===== src/rtl/can_crc.sv =====
// Bit-serial CRC-15 generator/checker for the CAN protocol layer.
// The CRC is accumulated over SOF, arbitration, control and data bits (and the received CRC
// field when used as a checker), one bit per clock with enable high. Stuff bits must be
// removed upstream by holding enable low.
module can_crc #(
  // Only 15 is meaningful for CAN.
  parameter int unsigned             CRC_WIDTH = 15,
  // Generator polynomial without the implicit x^15 term.
  parameter logic [CRC_WIDTH-1:0]    CRC_POLY  = 15'h4599,
  parameter logic [CRC_WIDTH-1:0]    CRC_INIT  = 15'h0000
) (
  input  logic                 clk,
  input  logic                 rst,
  input  logic                 data_in,
  input  logic                 enable,
  output logic [CRC_WIDTH-1:0] crc_reg
);

  logic [CRC_WIDTH-1:0] r_crc;
  logic [CRC_WIDTH-1:0] w_crc_next;
  logic                 w_fb;

  // One LFSR step: the MSB shifted out is combined with the incoming bit to form the feedback.
  always_comb begin
    w_fb       = data_in ^ r_crc[CRC_WIDTH-1];
    w_crc_next = {r_crc[CRC_WIDTH-2:0], 1'b0} ^ (w_fb ? CRC_POLY : '0);
  end

  // State register: reset wins over enable; with enable low the value is frozen for readout.
  always_ff @(posedge clk) begin
    if (rst) begin
      r_crc <= CRC_INIT;
    end else if (enable) begin
      r_crc <= w_crc_next;
    end
  end

  assign crc_reg = r_crc;

endmodule


===== config.mk =====
export PLATFORM = sky130hd
export DESIGN_NAME = can_crc
export DESIGN_NICKNAME = d
export VERILOG_FILES = /design/src/rtl/can_crc.sv
export SDC_FILE = /design/constraint.sdc
export NUM_CORES = 1
export LEC_CHECK = 0
export CORE_MARGIN = 3
export CORE_UTILIZATION = 25
export CTS_CLUSTER_DIAMETER = 100
export DETAILED_ROUTE_END_ITERATION = 6
export PLACE_DENSITY = 0.55
export SLEW_MARGIN = 10
export SYNTH_ARGS = -nofsm -noshare
export SYNTH_HDL_FRONTEND = slang
export SYNTH_SLANG_ARGS = --single-unit

===== constraint.sdc =====
create_clock -name clk -period 1.25 [get_ports clk]
set_input_delay 0.375 -clock clk [delete_from_list [all_inputs] [get_ports clk]]
set_output_delay 0.375 -clock clk [all_outputs]
set_load 0.02 [all_outputs]

==> results.toml <==
[outcome]
status = "finished, final reports clean"

[drt]
first_iter_violations = 9
ant_nets = 0
drt-total-wl_mm = 1.45
vias_per_cell = 4.49
dr.pass1.iters = 4
drc = 0
wl_per_cell_um = 10.3
vias = 633

[synthesis]
synthMuxAreaShare = 0.112
syn_nets = 77
avgSynthCellArea_um2 = 9.77
synthDistinctLibCells = 17
yosys.area.top_type = "dfxtp_1"
synth_simple_gate_area_share = 0.195
synth_compound_area_frac = 0.0912
synthXorXnorAreaFrac = 0.0246
ys_ff_latch = 15
synthCells = 73
synthAdderAreaFrac = 0
syn_area_um2 = 713
synth_top_family_by_area = "simple AND/OR/NAND/NOR gates"
synth.top_cell.area_share = 0.421
synthTopCellsByArea = "dfxtp_1 (42%), mux2i_1 (11%), buf_4 (8.4%), or4b_1 (7.0%), nand4b_1 (6.1%)"
ys_seq_area_frac = 0.421
yosysWarnings = 0

[die]
dieArea_um2 = 3530
coreArea_um2 = 2590
die_h_um = 59.4
initial_core_util = 0.275
pin_count = 19
die_w_um = 59.4
fp-row-count = 18

[sta]
min_period_over_period = 0.948
setup_tns_ns = 0
worst_pin_slew_ns = 0.297
fmax_mhz = 844
final_max_slew_viol_count = 0
final-setup-viol-count = 0
clock_skew_ns = 0.00579
hold_violations = 0
min_period_ns = 1.18
slew-limit-headroom = 0.802
rsz0062_at_grt = "false"

[pwr]
power.leakage_uw = 0.000511
peakVddDrop_mv = 0.464
p_per_area_nw_per_um2 = 1010

[setup_path]
critical_path.top_delay_family = "flip-flops"
crit_required_ns = 0.88
crit_fanout = 5
worstSetupPathType = "reg2out"
worstPathCellList = "buf_4"
path_buf_inv = 1
slowest_delay_ns = 0.39
cp_slowest_cell = "dfxtp_4"
end_kind = "output pin"
r2r_setup_slack_ns = 0.08
crit_path_start_kind = "flop"
worstPathArrival_ns = 0.81

[clocking]
cts_hold_buf = 0
cts_max_level = 1
path_clk_slew_ns = 0.08
cts_root_buf = "clkbuf_4"
numCtsBuffers = 3
clockBufferDepth = 2
clock-sinks = 15
cts_tree = "done"
clk_latency_ns = 0.27

[grt]
gr-total-overflow = 0
grt_pass1_wl_mm = 2.54
grt_pass1_vias = 597
grt_antenna_before_repair = 0
grt_max_degree = 11
track_usage = 0.0918

[placed_design]
hpwl_mm = 1.03
gp_congestion = 0.709
io_buffer_count = 18

[finish]
fillCellCount = 265
diodes = 0
final_core_util = 0.405
drive_above_1_share = 0.459
seqCellArea_um2 = 304
syn2layout_area_growth_pct = 47.0
multiInputGateArea_um2 = 337
final_nets = 116
largest_reg_flops = 15

[worst_hold_path]
min_path_type = "reg2reg"

[run]
cap_violations = 0
[layout make-up]
cell class,instances,area share
Inverter,5,0.0179
Sequential cell,15,0.290
Tap cell,30,0.0358
Timing Repair Buffer,47,0.310
Multi-Input combinational cell,40,0.321
Clock buffer,4,0.0251
[synth_stat cells]
cell type	number
nand4b_1	5
o311ai_1	5
a211oi_1	1
nor2_1	10
buf_6	1
a21oi_1	1
a31o_1	1
or4b_1	5
dfxtp_1	15
mux2i_1	8
xnor2_1	1
inv_1	5
xor2_1	1
clkbuf_1	3
buf_2	2
or2b_1	1
buf_4	8
[cells in the final DEF (no fill, tap or decap), types with 2 or more instances in the layout]
cell and count:
inv_1 5, buf_4 28, nor2_1 10, clkbuf_4 3
nand4b_1 5, mux2i_1 8, or4b_1 5, dfxtp_1 14
buf_6 2, buf_2 14, o311ai_1 5, dlygate4sd2_1 2
[kinds of logic after synthesis]
| logic type | count (synthesis) |
|---|---|
| flops | 15 |
| mux | 8 |
| simple gates | 21 |
| xor+xnor | 2 |
| compound gates | 8 |
| buf+inv | 19 |
[stage by stage]
stage                     cells  area, um2  worst slack, ns  hold slack, ns  power, uW
after global routing        141       1050          0.00940           0.567       1130
after floorplan              73        714          0.00160           0.475        688
after global placement      132       1030           -0.539           0.520        808
after CTS                   139       1030          0.00400           0.551       1060
after detailed placement    132       1030           -0.534           0.526        808
final                       141       1050           0.0655           0.548       1060
[final timing paths]
kind              cells past startpoint          end         from
hold reg to reg                       2  crc_reg[12]  crc_reg[12]
hold / removal                        2  crc_reg[12]  crc_reg[12]
setup / recovery                      1  crc_reg[14]  crc_reg[14]
setup reg to reg                      3   crc_reg[7]  crc_reg[14]
[timing repair]
action,in CTS,in global routing
setup buffers,2,1
pin swaps,0,1
resized for setup,67,4
endpoints found under the setup margin,22,6
gates cloned,1,1
[metal layers]
| layer | up-vias | part of all wire | global-route usage |
|---|---|---|---|
| li1 | 330 | - | - |
| met1 | 293 | 0.49 | 0.120 |
| met2 | 10 | 0.47 | 0.145 |
| met3 | 0 | 0.039 | 0.0196 |
| met4 | 0 | 0 | 0.0388 |
| met5 | - | 0 | 0 |
[report_power, final]
part / internal [uW] / leakage [uW] / switching (uW)
logic: 143 / 0.000372 / 129
registers: 507 / 0.000123 / 17.6
clock network: 123 / 0.0000150 / 136
Note: power is estimated with default switching activity, not from simulation.
